--- src/rtl/seven_seg_pkg.sv ---
// seven_seg_pkg: segment type, blank code and hex glyph table shared by the scan driver
package seven_seg_pkg;
   typedef logic [6:0] seg_t;
   localparam seg_t SEG_BLANK = 7'h7F;
   localparam seg_t GLYPH [16] = '{7'h40, 7'h79, 7'h24, 7'h30, 7'h19, 7'h12, 7'h02, 7'h78,
                                   7'h00, 7'h10, 7'h08, 7'h03, 7'h46, 7'h21, 7'h06, 7'h0E};
   // a 4-bit nibble always lands inside the table, so no blank fallback is reachable
   function automatic seg_t hex_to_seg(input logic [3:0] h);
      return GLYPH[h];
   endfunction
endpackage

--- src/rtl/seven_seg_scan_if.sv ---
// seven_seg_scan_if: datapath-side controls and board-side display pins of the scan driver
interface seven_seg_scan_if import seven_seg_pkg::*; #(parameter int NUM_DIGITS = 4);
   logic                    enable;
   logic                    load;
   logic [4*NUM_DIGITS-1:0] value;
   logic [NUM_DIGITS-1:0]   dp_in;
   seg_t                    seg_n;
   logic                    dp_n;
   logic [NUM_DIGITS-1:0]   an_n;
   logic                    pending;
   logic                    frame_tick;
   modport master (output enable, load, value, dp_in, input seg_n, dp_n, an_n, pending, frame_tick);
   modport slave (input enable, load, value, dp_in, output seg_n, dp_n, an_n, pending, frame_tick);
endinterface

--- src/rtl/seven_seg_scan_timer.sv ---
// seven_seg_scan_timer: slot prescaler, digit index, guard flag and frame-boundary strobe
module seven_seg_scan_timer #(
   parameter int NUM_DIGITS   = 4,
   parameter int REFRESH_DIV  = 50000,
   parameter int GUARD_CYCLES = 16,
   localparam int IW = (NUM_DIGITS > 1) ? $clog2(NUM_DIGITS) : 1,
   localparam int PW = $clog2(REFRESH_DIV)
) (
   input  logic          clk,
   input  logic          rst_n,
   output logic [IW-1:0] o_idx,
   output logic          o_guard,
   output logic          o_wrap
);
   logic [PW-1:0] r_presc;
   logic [IW-1:0] r_idx;
   logic          w_tc;
   assign w_tc    = r_presc == PW'(REFRESH_DIV - 1);
   assign o_wrap  = w_tc && (r_idx == IW'(NUM_DIGITS - 1));
   assign o_guard = r_presc < PW'(GUARD_CYCLES);
   assign o_idx   = r_idx;
   // prescaler times each slot; the index steps at terminal count and wraps after the last digit
   always_ff @(posedge clk or negedge rst_n)
      if (!rst_n) begin
         r_presc <= '0;
         r_idx   <= '0;
      end else begin
         r_presc <= w_tc ? '0 : r_presc + 1'b1;
         if (w_tc) r_idx <= o_wrap ? '0 : r_idx + 1'b1;
      end
endmodule

--- src/rtl/seven_seg_scan.sv ---
// seven_seg_scan: tear-free multiplexed seven-segment driver; SEVSEG_LZB_EN adds leading-zero blanking
module seven_seg_scan import seven_seg_pkg::*; #(
   parameter int NUM_DIGITS   = 4,
   parameter int REFRESH_DIV  = 50000,
   parameter int GUARD_CYCLES = 16
) (
   input logic             clk,
   input logic             rst_n,
   seven_seg_scan_if.slave bus
);
   localparam int IW = (NUM_DIGITS > 1) ? $clog2(NUM_DIGITS) : 1;
   logic [IW-1:0]           w_idx;
   logic                    w_guard, w_wrap, w_commit;
   logic [4*NUM_DIGITS-1:0] r_shadow, r_disp, w_val;
   logic [NUM_DIGITS-1:0]   r_shadow_dp, r_disp_dp, w_dp, w_blank;
   logic                    r_pending, r_dp_n, r_tick;
   logic [NUM_DIGITS-1:0]   r_an_n;
   seg_t                    r_seg;
   seven_seg_scan_timer #(
      .NUM_DIGITS(NUM_DIGITS), .REFRESH_DIV(REFRESH_DIV), .GUARD_CYCLES(GUARD_CYCLES)
   ) u_timer (
      .clk(clk), .rst_n(rst_n), .o_idx(w_idx), .o_guard(w_guard), .o_wrap(w_wrap)
   );
   assign w_val    = bus.load ? bus.value : r_shadow;
   assign w_dp     = bus.load ? bus.dp_in : r_shadow_dp;
   assign w_commit = w_wrap && (bus.load || r_pending);
`ifdef SEVSEG_LZB_EN
   logic [NUM_DIGITS-1:0] w_mask, r_blank;
   logic                  w_z;
   // a digit blanks when it and every more significant nibble are zero; digit 0 always shows
   always_comb begin
      w_mask = '0;
      w_z    = 1'b1;
      for (int i = NUM_DIGITS - 1; i > 0; i--) begin
         w_z       = w_z && (w_val[4*i +: 4] == 4'h0);
         w_mask[i] = w_z;
      end
   end
   // mask travels with the display word so both switch on the same boundary; reset matches word 0
   always_ff @(posedge clk or negedge rst_n)
      if (!rst_n) r_blank <= ~NUM_DIGITS'(1);
      else if (w_commit) r_blank <= w_mask;
   assign w_blank = r_blank;
`else
   assign w_blank = '0;
`endif
   // shadow captures loads; display takes the newest value only at a frame boundary
   always_ff @(posedge clk or negedge rst_n)
      if (!rst_n) begin
         r_shadow    <= '0;
         r_shadow_dp <= '0;
         r_disp      <= '0;
         r_disp_dp   <= '0;
         r_pending   <= 1'b0;
      end else begin
         if (bus.load) begin
            r_shadow    <= bus.value;
            r_shadow_dp <= bus.dp_in;
         end
         if (w_commit) begin
            r_disp    <= w_val;
            r_disp_dp <= w_dp;
         end
         r_pending <= (bus.load || r_pending) && !w_wrap;
      end
   // pin drivers lag the scan state by one cycle; anodes stay dark in guard or when disabled
   always_ff @(posedge clk or negedge rst_n)
      if (!rst_n) begin
         r_seg  <= SEG_BLANK;
         r_dp_n <= 1'b1;
         r_an_n <= '1;
         r_tick <= 1'b0;
      end else begin
         r_seg  <= w_blank[w_idx] ? SEG_BLANK : hex_to_seg(r_disp[{w_idx, 2'b00} +: 4]);
         r_dp_n <= ~r_disp_dp[w_idx];
         r_an_n <= (bus.enable && !w_guard) ? ~(NUM_DIGITS'(1) << w_idx) : '1;
         r_tick <= w_wrap;
      end
   assign bus.seg_n      = r_seg;
   assign bus.dp_n       = r_dp_n;
   assign bus.an_n       = r_an_n;
   assign bus.pending    = r_pending;
   assign bus.frame_tick = r_tick;
endmodule

--- src/flat_wrapper.sv ---
// flat-port wrapper written by rule: the top's interface ports become plain ports
module seven_seg_scan_flat import seven_seg_pkg::*;
#(
   parameter int NUM_DIGITS   = 4,
   parameter int REFRESH_DIV  = 50000,
   parameter int GUARD_CYCLES = 16
)
  (clk, rst_n, bus_enable, bus_load, bus_value, bus_dp_in, bus_seg_n, bus_dp_n, bus_an_n, bus_pending, bus_frame_tick);
  seven_seg_scan_if #(.NUM_DIGITS(NUM_DIGITS)) bus_i ();
  input logic clk;
  input logic rst_n;
  input wire logic [$bits(bus_i.enable)-1:0] bus_enable;
  input wire logic [$bits(bus_i.load)-1:0] bus_load;
  input wire logic [$bits(bus_i.value)-1:0] bus_value;
  input wire logic [$bits(bus_i.dp_in)-1:0] bus_dp_in;
  output wire logic [$bits(bus_i.seg_n)-1:0] bus_seg_n;
  output wire logic [$bits(bus_i.dp_n)-1:0] bus_dp_n;
  output wire logic [$bits(bus_i.an_n)-1:0] bus_an_n;
  output wire logic [$bits(bus_i.pending)-1:0] bus_pending;
  output wire logic [$bits(bus_i.frame_tick)-1:0] bus_frame_tick;
  assign bus_i.enable = bus_enable;
  assign bus_i.load = bus_load;
  assign bus_i.value = bus_value;
  assign bus_i.dp_in = bus_dp_in;
  assign bus_seg_n = bus_i.seg_n;
  assign bus_dp_n = bus_i.dp_n;
  assign bus_an_n = bus_i.an_n;
  assign bus_pending = bus_i.pending;
  assign bus_frame_tick = bus_i.frame_tick;
  seven_seg_scan #(.NUM_DIGITS(NUM_DIGITS), .REFRESH_DIV(REFRESH_DIV), .GUARD_CYCLES(GUARD_CYCLES)) u_core (.clk(clk), .rst_n(rst_n), .bus(bus_i));
endmodule
--- config.mk ---
export PLATFORM = sky130hd
export DESIGN_NAME = seven_seg_scan_flat
export DESIGN_NICKNAME = d
export VERILOG_FILES = /design/src/rtl/seven_seg_pkg.sv /design/src/rtl/seven_seg_scan_if.sv /design/src/rtl/seven_seg_scan_timer.sv /design/src/rtl/seven_seg_scan.sv /design/src/flat_wrapper.sv
export SDC_FILE = /design/constraint.sdc
export NUM_CORES = 1
export LEC_CHECK = 0
export BUFFER_PORTS_ARGS = -buffer_cell sky130_fd_sc_hd__buf_2
export CAP_MARGIN = 20
export CELL_PAD_IN_SITES_DETAIL_PLACEMENT = 1
export CELL_PAD_IN_SITES_GLOBAL_PLACEMENT = 2
export CORE_ASPECT_RATIO = 0.7
export CORE_MARGIN = 5
export CORE_UTILIZATION = 25
export DETAILED_ROUTE_END_ITERATION = 8
export GPL_TIMING_DRIVEN = 1
export HOLD_SLACK_MARGIN = 0.15
export MAX_ROUTING_LAYER = met4
export PLACE_DENSITY = 0.54
export SETUP_SLACK_MARGIN = 0.2
export SYNTH_ARGS = -nofsm -noshare
export SYNTH_HDL_FRONTEND = slang
export SYNTH_SLANG_ARGS = --single-unit
--- constraint.sdc ---
create_clock -name clk -period 3.9 [get_ports clk]
set_input_delay 0.78 -clock clk [delete_from_list [all_inputs] [get_ports clk]]
set_output_delay 0.78 -clock clk [all_outputs]
set_load 0.005 [all_outputs]
== Word level (Yosys, flattened, before mapping) ==
Memories as Yosys holds them, arrays and structs flattened. A register that Yosys moved wholly into a read port is not among the register bits.
Cells that the tools add are included.
Widths: inputs -> output; s select.

* Bits of input ports: 24
* Memories: 1
* Output and inout bits: 14
* Register bits: 65
* Word-level logic and storage cells: 37
* Bits in read-only memories: 112

{| class="wikitable"
|+ Memory list
! name !! depth !! width !! rd ports !! clocked after memory_dff !! wr ports !! RTL line !! source
|-
| (name not given) || 16 || 7 || 1 || 1 || 0 || seven_seg_pkg.sv:9 || <nowiki>return GLYPH[h];</nowiki>
|}

* $lt $le $gt $ge: 2
* Mux-type cells: 7
* Eq/ne operators: 2
* Reductions and logical operators: 8
* Add/sub/neg operators: 2
* Bitwise logic cells: 3
* Shift-type cells: 2

{| class="wikitable"
|+ Operator list
! cell !! count
|-
| $mux 16 || 2
|-
| $add 16x1->16 const B || 1
|-
| $eq 16x16->1 const B || 1
|-
| $lt 16x5->1 const B || 1
|-
| $shiftx 16x5->4 || 1
|-
| $mux 4 || 2
|-
| $not 4->5 || 1
|-
| $logic_and 1x1->1 || 4
|-
| $not 4->4 || 1
|-
| $shl 1x2->4 const A || 1
|-
| $logic_not 1->1 || 3
|-
| $lt 2x3->1 const B || 1
|-
| $add 2x1->2 const B || 1
|-
| $bmux 1 s2 || 1
|-
| $eq 2x2->1 const B || 1
|-
| $mux 2 || 1
|-
| $logic_or 1x1->1 || 1
|-
| $mux 1 || 1
|-
| $not 1->1 || 1
|}

== Depth between registers and ports, before layout ==
Gate-level depths: netlist (run 1).

* Word-level depth: 4
* Depth in mapped cells: 7
* Gate-level depth less buffers: 6

== Hierarchy ==
From an unflattened synthesis (run 1), not the netlist that was laid out.

* Cell total of the unflattened synthesis: 230
* Area, all modules: 3,178.0 µm²

{| class="wikitable"
|+ By module, submodules not included
! module !! area an instance (µm²) !! sequential area each (µm²) !! cells each !! times used
|-
| seven_seg_scan || 2,314.7 || 1,366.3 || 149 || 1
|-
| seven_seg_scan_timer || 863.3 || 450.4 || 81 || 1
|}

== Worst setup path after synthesis (run 1) ==
No wires, ideal clock.

* Path kind: reg2reg
* From: register u_core.u_timer.r_presc[12]
* To: register u_core.r_disp[0]
* Data required time: 3.775 ns
* Setup slack: 1.857 ns
* Stages on the path, launching flop included: 6
* Library setup time: 0.125 ns
* Clock period less this slack: 2.043 ns
* Path buffers: 1
* Arrival: 1.918 ns
* Cells stage by stage: dfrtp_1 -> or4_4 -> nor4_4 -> nand4b_2 -> buf_6 -> mux2_4

* Word-level cells in the longest chain between the ends: 3

{| class="wikitable"
|+ Ends and longest elaborated chain
! item !! RTL line !! source
|-
| start, declared || seven_seg_scan_timer.sv:15 || <nowiki>logic [PW-1:0] r_presc;</nowiki>
|-
| start signal, assigned || seven_seg_scan_timer.sv:28 || <nowiki>r_presc <= w_tc ? '0 : r_presc + 1'b1;</nowiki>
|-
| $eq 16x16->1 || seven_seg_scan_timer.sv:18 || <nowiki>assign w_tc = r_presc == PW'(REFRESH_DIV - 1);</nowiki>
|-
| $logic_and 1x1->1 || seven_seg_scan_timer.sv:19 || <nowiki>assign o_wrap = w_tc && (r_idx == IW'(NUM_DIGITS - 1));</nowiki>
|-
| $logic_and 1x1->1 || seven_seg_scan.sv:26 || <nowiki>assign w_commit = w_wrap && (bus.load || r_pending);</nowiki>
|-
| end signal, assigned || seven_seg_scan.sv:61 || <nowiki>r_disp <= w_val;</nowiki>
|-
| end, declared || seven_seg_scan.sv:14 || <nowiki>logic [4*NUM_DIGITS-1:0] r_shadow, r_disp, w_val;</nowiki>
|}

No other way between the ends.
A chain may end at the register's enable or synchronous reset.

== Final worst setup path (run 1) ==
* From: register u_core.u_timer.r_presc[12]
* To: register u_core.r_disp[3]

Same word-level chain as after synthesis.

==> results.yml, run 1 <==
yosys:
  synth_area_leader_cell: "dfrtp_1"
  synthTopCellsByCount: "dfrtp_1, mux2_2, mux2_4, nand2_1, dfstp_2"
  syn_nets: 270
  synth_seq_cells: 72
  ys_types: 37
  synthArstFlopShare_pct: 100
  synth_top_area_share_pct: 46.2
  synth_warnings: 0
  synth.area.top_cells: "dfrtp_1, dfstp_2, mux2_4, mux2_2, ha_1"
  avgSynthCellArea_um2: 13.8
  yosysMostFrequentCell: "dfrtp_1"
  ys_seq_area_share_pct: 56.0
  syn-cell-area_um2: 3250
  yosys_most_used_dff: "dfrtp_1"
  synth_edf_count: 0
  syn-instance-count: 235
setup_path:
  critPathSlowestCell: "or4_4"
  crit_type: "reg -> reg"
  critPathMaxFanout: 20
  startpoint_type: "register"
  crit_path_start: "u_core.u_timer.r_presc[12]"
  cp_num_buf_inv: 1
  crit_arrival_ns: 2.47
  crit_chain: "or4_4 -> nor4_4 -> nand4b_2 -> buf_4 -> mux2_4"
  critical_path.max_stage_delay_ns: 0.58
  reg2regPathDepth: 5
  cp-end-kind: "register"
  r2r_setup_slack_ns: 1.65
  crit_required_ns: 4.12
  crit_cells: 5
  reg2reg_to: "u_core.r_disp[3]"
  r2r-start: "u_core.u_timer.r_presc[12]"
  cp_top_family: "simple AND/OR/NAND/NOR gates"
global_route:
  grt_pass1_vias: 2105
  antenna_found_initial: 0
  grt_overflow: 0
  globalRouteMet1Util_pct: 14.4
  grtUsageMet3_pct: 4.25
  grt_pass1_wl_um: 11800
  grt_start_max_net_pins: 34
  use_met2_pct: 12.8
  grt_use_total_pct: 10.2
  top_usage_layer: "met1"
min_path:
  hold_class: "reg -> reg"
  worstHoldEndpoint: "u_core.u_timer.r_presc[0]"
  hp-start: "u_core.u_timer.r_presc[0]"
  hold_depth: 1
place:
  dp.cells: 429
  dpl_cell_area_um2: 3610
  detailed_place_hpwl_um: 4900
  io_buffers: 37
  place.gp.congestion: 0.714
flow_run:
  maxCapViolCount: 0
timing:
  finalMaxSlewViolations: 0
  finalCritPeriodShare_pct: 57.8
  finalClockSkew_ns: 0.00352
  setup_violations: 0
  worst_pin_slew_ns: 0.721
  hold-worst-slack_ns: 0.454
  finalHoldViolations: 0
  min_period_ns: 2.25
  relSlewSlack_pct: 51.9
  fmax_ghz: 0.444
  rsz0062_at_grt: "no"
  tns_ns: 0
cells_and_area:
  num-nets-final: 313
  fin_util_pct: 31.2
  drive_above_1_share_pct: 41.3
  fill_cells: 1359
  fin_cells: 445
  design_area_um2: 3910
  num_antenna_cells: 0
  area_delta_synth_final_pct: 20.4
cts:
  cts_buffer_depth: 2
  clk-insertion-delay-late_ns: 0.33
  cts_tree: "built"
  path_clk_slew_ns: 0.06
  cts_hold_repair.buffers: 0
  post_cts_buffers: 0
  cts-buffers-inserted: 9
  h-tree-depth: 3
  root_buffer: "clkbuf_16"
  clock-sinks: 72
  cts_resized: 0
power_and_ir_drop:
  p_sw_uw: 343
  power_frac_clock_pct: 49.7
  seqPwrFrac_pct: 46.3
  peakVddDrop_mv: 0.204
  power.leakage_nw: 1.81
  power_density_nw_per_um2: 427
  p_int_mw: 1.33
  combPwrFrac_pct: 3.9
  p_sw_share_pct: 20.5
detailed_routing:
  wl_um: 6970
  detail-route-antenna-nets: 0
  drc_errors: 0
  routedWlPerCell_um: 15.7
  firstDrtPassIters: 4
  drt_iter0_markers: 54
  vias: 1915
  vias_per_cell: 4.30
floorplan:
  io_pins: 38
  die-area_um2: 15400
  chipHeight_um: 105
  dieWidth_um: 146
  initial_core_util_pct: 25.9
  core_um2: 12500
  placementRows: 34
outcome:
  status: "complete, no violations"
[power by group through the flow]
stage	clock (mW)	combinational, mW	sequential [mW]
3_3_place_gp	0	0.0692	0.786
5_1_grt	0.902	0.0751	0.775
3_5_place_dp	0	0.0691	0.787
6_report	0.831	0.0655	0.774
4_1_cts	0.865	0.0693	0.774
2_1_floorplan	0	0.0309	0.786
[cell usage in the layout (no fill, tap or decap), types with 2 or more instances in the layout]
master     count
a21oi_1        4
and2_1         4
and4_1         2
buf_2         37
buf_4          3
clkbuf_1       2
clkbuf_16      9
clkbuf_8       2
clkinv_2       2
dfrtp_1       60
dfstp_2       12
ha_1          11
inv_1          7
mux2_2        22
mux2_4        20
mux4_2         5
nand2_1       14
nand3_1        8
nand4_1        4
nor2_1        11
nor2b_1        4
o21a_1         3
o21ai_0        6
o31ai_1        2
or3_1          2
or4_1          2
xnor2_1        3
xor2_1         9
[kinds of logic after synthesis]
family / count (synthesis) / share of synthesized area [%]
multiplexers: 47 / 20.3
AND/OR/NAND/NOR: 59 / 10.2
flip-flops: 72 / 56.0
XOR/XNOR: 12 / 3.24
buffers and inverters: 15 / 2.27
adder cells (fa/ha/maj): 11 / 4.24
AO/OA/AOI/OAI: 19 / 3.74
[final cells by class]
cell class | count | area [µm²] | area share, %
sequential | 72 | 1820 | 46.5
tap | 162 | 203 | 5.18
multi-input combinational | 148 | 1360 | 34.7
clock buffer | 13 | 260 | 6.66
clock inverter | 3 | 40.0 | 1.02
timing repair buffer | 40 | 208 | 5.31
inverter | 7 | 26.3 | 0.672
[worst max-delay path by stage]
stage,end,slack [ns]
after floorplan,u_core.r_disp[0],1.86
after global placement,u_core.r_disp[8],1.62
after detailed placement,u_core.r_disp[3],1.58
after CTS,u_core.r_disp[3],1.63
after global routing,u_core.r_disp_dp[1],1.56
final,u_core.r_disp[3],1.65
[worst reg2reg max path, stage by stage (launching register included)]
cell,delay [ns]
dfrtp_1,0.42
or4_4,0.58
nor4_4,0.39
nand4b_2,0.13
buf_4,0.27
mux2_4,0.34
[stage by stage]
stage          total power, mW  worst slack (ns)
6_report                  1.67              1.65
2_1_floorplan            0.816              1.86
3_3_place_gp             0.855              1.62
3_5_place_dp             0.856              1.58
5_1_grt                   1.75              1.56
4_1_cts                   1.71              1.63
[state kept, by name (all words and copies together) (netlist names)]
signal / count
u_core.bus.dp_n: 1
u_core.u_timer.o_idx: 2
u_core.u_timer.r_presc: 16
u_core.r_disp_dp: 4
u_core.r_shadow: 16
u_core.r_disp: 16
u_core.bus.pending: 1
u_core.bus.seg_n: 7
u_core.bus.frame_tick: 1
u_core.r_shadow_dp: 4
u_core.bus.an_n: 4
[per-layer routing]
metal / routed length, µm / vias to the layer above / part of all wire (%)
met1: 3770 / 964 / 54
met3: 346 / 7 / 5.0
met2: 2770 / 36 / 40
met5: 0 / - / 0
li1: - / 908 / -
met4: 87 / 0 / 1.2
Note: power is estimated with default switching activity, not from simulation.
==> run 2, diff against run 1 <==
ABC_AREA = 1   (was not set)
PLACE_DENSITY = 0.61   (was 0.54)
clock period = 2.2 ns   (was 3.9 ns; I/O delays follow)
==> results.yml, run 2 <==
setup_path:
  crit_path_start: "u_core.u_timer.o_idx[1]"
  reg2regPathDepth: 9
  crit_required_ns: 2.46
  r2r-start: "u_core.u_timer.o_idx[1]"
  cp-end-kind: "register"
  startpoint_type: "register"
  r2r_setup_slack_ns: 0.44
  crit_type: "reg -> reg"
  reg2reg_to: "u_core.bus.seg_n[6]"
  critical_path.max_stage_delay_ns: 0.48
  crit_chain: "inv_2 -> nand3_1 -> nand2_1 -> inv_1 -> ha_1 -> nand3_1 -> nand2_1 -> nand2_1 -> nand2_1"
  critPathSlowestCell: "dfrtp_1"
  cpMostUsedCell: "nand2_1"
  crit_arrival_ns: 2.02
  critPathMaxFanout: 9
yosys:
  synth_edf_count: 0
  avgSynthCellArea_um2: 8.31
  syn-instance-count: 419
  synth_seq_cells: 72
  ys_seq_area_share_pct: 52.2
  syn_nets: 454
  syn-cell-area_um2: 3480
  synthArstFlopShare_pct: 100
  ys_types: 28
  synth.area.top_cells: "dfrtp_1, nand2_1, dfstp_2, ha_1, nand4_1"
  synth_top_area_share_pct: 43.1
  synth_area_leader_cell: "dfrtp_1"
  synthTopCellsByCount: "nand2_1, dfrtp_1, nor2_1, nand3_1, inv_1"
  yosysMostFrequentCell: "nand2_1"
  synth_warnings: 0
  yosys_most_used_dff: "dfrtp_1"
floorplan:
  initial_core_util_pct: 25.3
  io_pins: 38
  placementRows: 36
  core_um2: 13800
  dieWidth_um: 151
  chipHeight_um: 109
  die-area_um2: 16400
cells_and_area:
  drive_above_1_share_pct: 20.1
  biggestRegsByFlops: "u_core.r_disp x16, u_core.r_shadow x16, u_core.u_timer.r_presc x16"
  num_antenna_cells: 0
  layout_common_cells: "nand2_1, dfrtp_1, buf_2, nor2_1, nand3_1"
  area_delta_synth_final_pct: 20.8
  num-nets-final: 498
  design_area_um2: 4210
  final_common_cell: "nand2_1"
  fin_util_pct: 30.5
cts:
  cts_buffer_depth: 2
  cts-buffers-inserted: 9
  clock-sinks: 72
  path_clk_slew_ns: 0.06
  cts_tree: "built"
  post_cts_buffers: 0
  clk-insertion-delay-late_ns: 0.33
  root_buffer: "clkbuf_16"
  h-tree-depth: 3
power_and_ir_drop:
  power_mw: 2.96
  power.leakage_nw: 2.14
  power_density_nw_per_um2: 703
  peakVddDrop_mv: 0.317
detailed_routing:
  vias: 2776
  drc_errors: 0
  detail-route-antenna-nets: 0
  firstDrtPassIters: 4
  wl_um: 9280
  drt_iter0_markers: 104
  routedWlPerCell_um: 14.1
  vias_per_cell: 4.22
timing:
  rsz0062_at_grt: "no"
  setup_violations: 0
  finalCritPeriodShare_pct: 80.1
  finalClockSkew_ns: 0.00573
  fmax_ghz: 0.567
  relSlewSlack_pct: 67.0
  tns_ns: 0
  worst_pin_slew_ns: 0.494
  min_period_ns: 1.76
  finalMaxSlewViolations: 0
  finalHoldViolations: 0
flow_run:
  maxCapViolCount: 0
outcome:
  status: "complete, no violations"
global_route:
  grt_overflow: 0
  grt_start_max_net_pins: 43
  grt_pass1_vias: 2994
  antenna_found_initial: 0
  grt_pass1_wl_um: 16000
  grt_use_total_pct: 13.0
place:
  detailed_place_hpwl_um: 6880
  io_buffers: 37
  place.gp.congestion: 0.749
  dpl_cell_area_um2: 3890
min_path:
  hold_depth: 3
  hp-start: "bus_value[14]"
  worstHoldEndpoint: "u_core.r_shadow[14]"
  hold_class: "in -> reg"
## run 2: final cells by class
class                           count  area (µm²)
Multi-Input combinational cell    301        1440
Inverter                           32         123
Clock inverter                      3        40.0
Sequential cell                    72        1820
Timing Repair Buffer               47         290
Fill cell                        1659        9580
Tap cell                          190         238
Clock buffer                       13         260
## run 2: power breakdown
| part | switching [mW] | internal, mW |
|---|---|---|
| registers | 0.00837 | 1.36 |
| clock network | 0.533 | 0.936 |
| logic | 0.0798 | 0.0395 |
| total | 0.621 | 2.34 |
## run 2: what timing repair did
item	4_1_cts	5_1_grt
gates resized for setup	0	1
endpoints found under the setup margin	0	1
hold buffers	1	0
endpoints found under the hold margin	24	0
## run 2: worst max path at each step
stage | to | slack, ns | depth (start not counted)
detailed placement | u_core.bus.seg_n[6] | 0.44 | 10
global route | u_core.bus.seg_n[5] | 0.24 | 9
finish | u_core.bus.seg_n[6] | 0.44 | 9
CTS | u_core.bus.seg_n[6] | 0.42 | 10
global placement | u_core.bus.seg_n[0] | 0.44 | 10
floorplan | u_core.bus.seg_n[3] | 0.71 | 10
## run 2: cells by family (layout without fill, tap and decap cells)
logic type                 Yosys count  in the layout  synth area share, %
DFF                                 72             72                 52.2
AOI/OAI and AO/OA                   14             14                 2.23
buffers and inverters               46             95                 6.51
xor gates and xnor gates             7              7                 1.76
adders and majority gates           11             11                 3.95
and+or+nand+nor                    269            269                 33.4
## run 2: routing by layer
layer	track usage (%)	vias up	wire length, µm
met5	-	-	0
met4	3.88	0	127
met3	3.03	10	332
met2	17.4	39	3610
met1	19.2	1312	5220
li1	-	1415	-
## run 2: worst max-delay path: cells and delay by family (launching register included)
kind	cells	cell delay (ns)
adder cells (fa/ha/maj)	1	0.23
buffers and inverters	2	0.31
flip-flops	1	0.48
AND/OR/NAND/NOR	6	0.66
## run 2: through the flow
step / instances / setup slack, ns / hold slack, ns
after floorplan: 419 / 0.713 / 0.144
after CTS: 658 / 0.416 / 0.337
final: 658 / 0.437 / 0.346
after global placement: 641 / 0.443 / 0.422
after detailed placement: 641 / 0.437 / 0.425
after global routing: 658 / 0.238 / 0.335
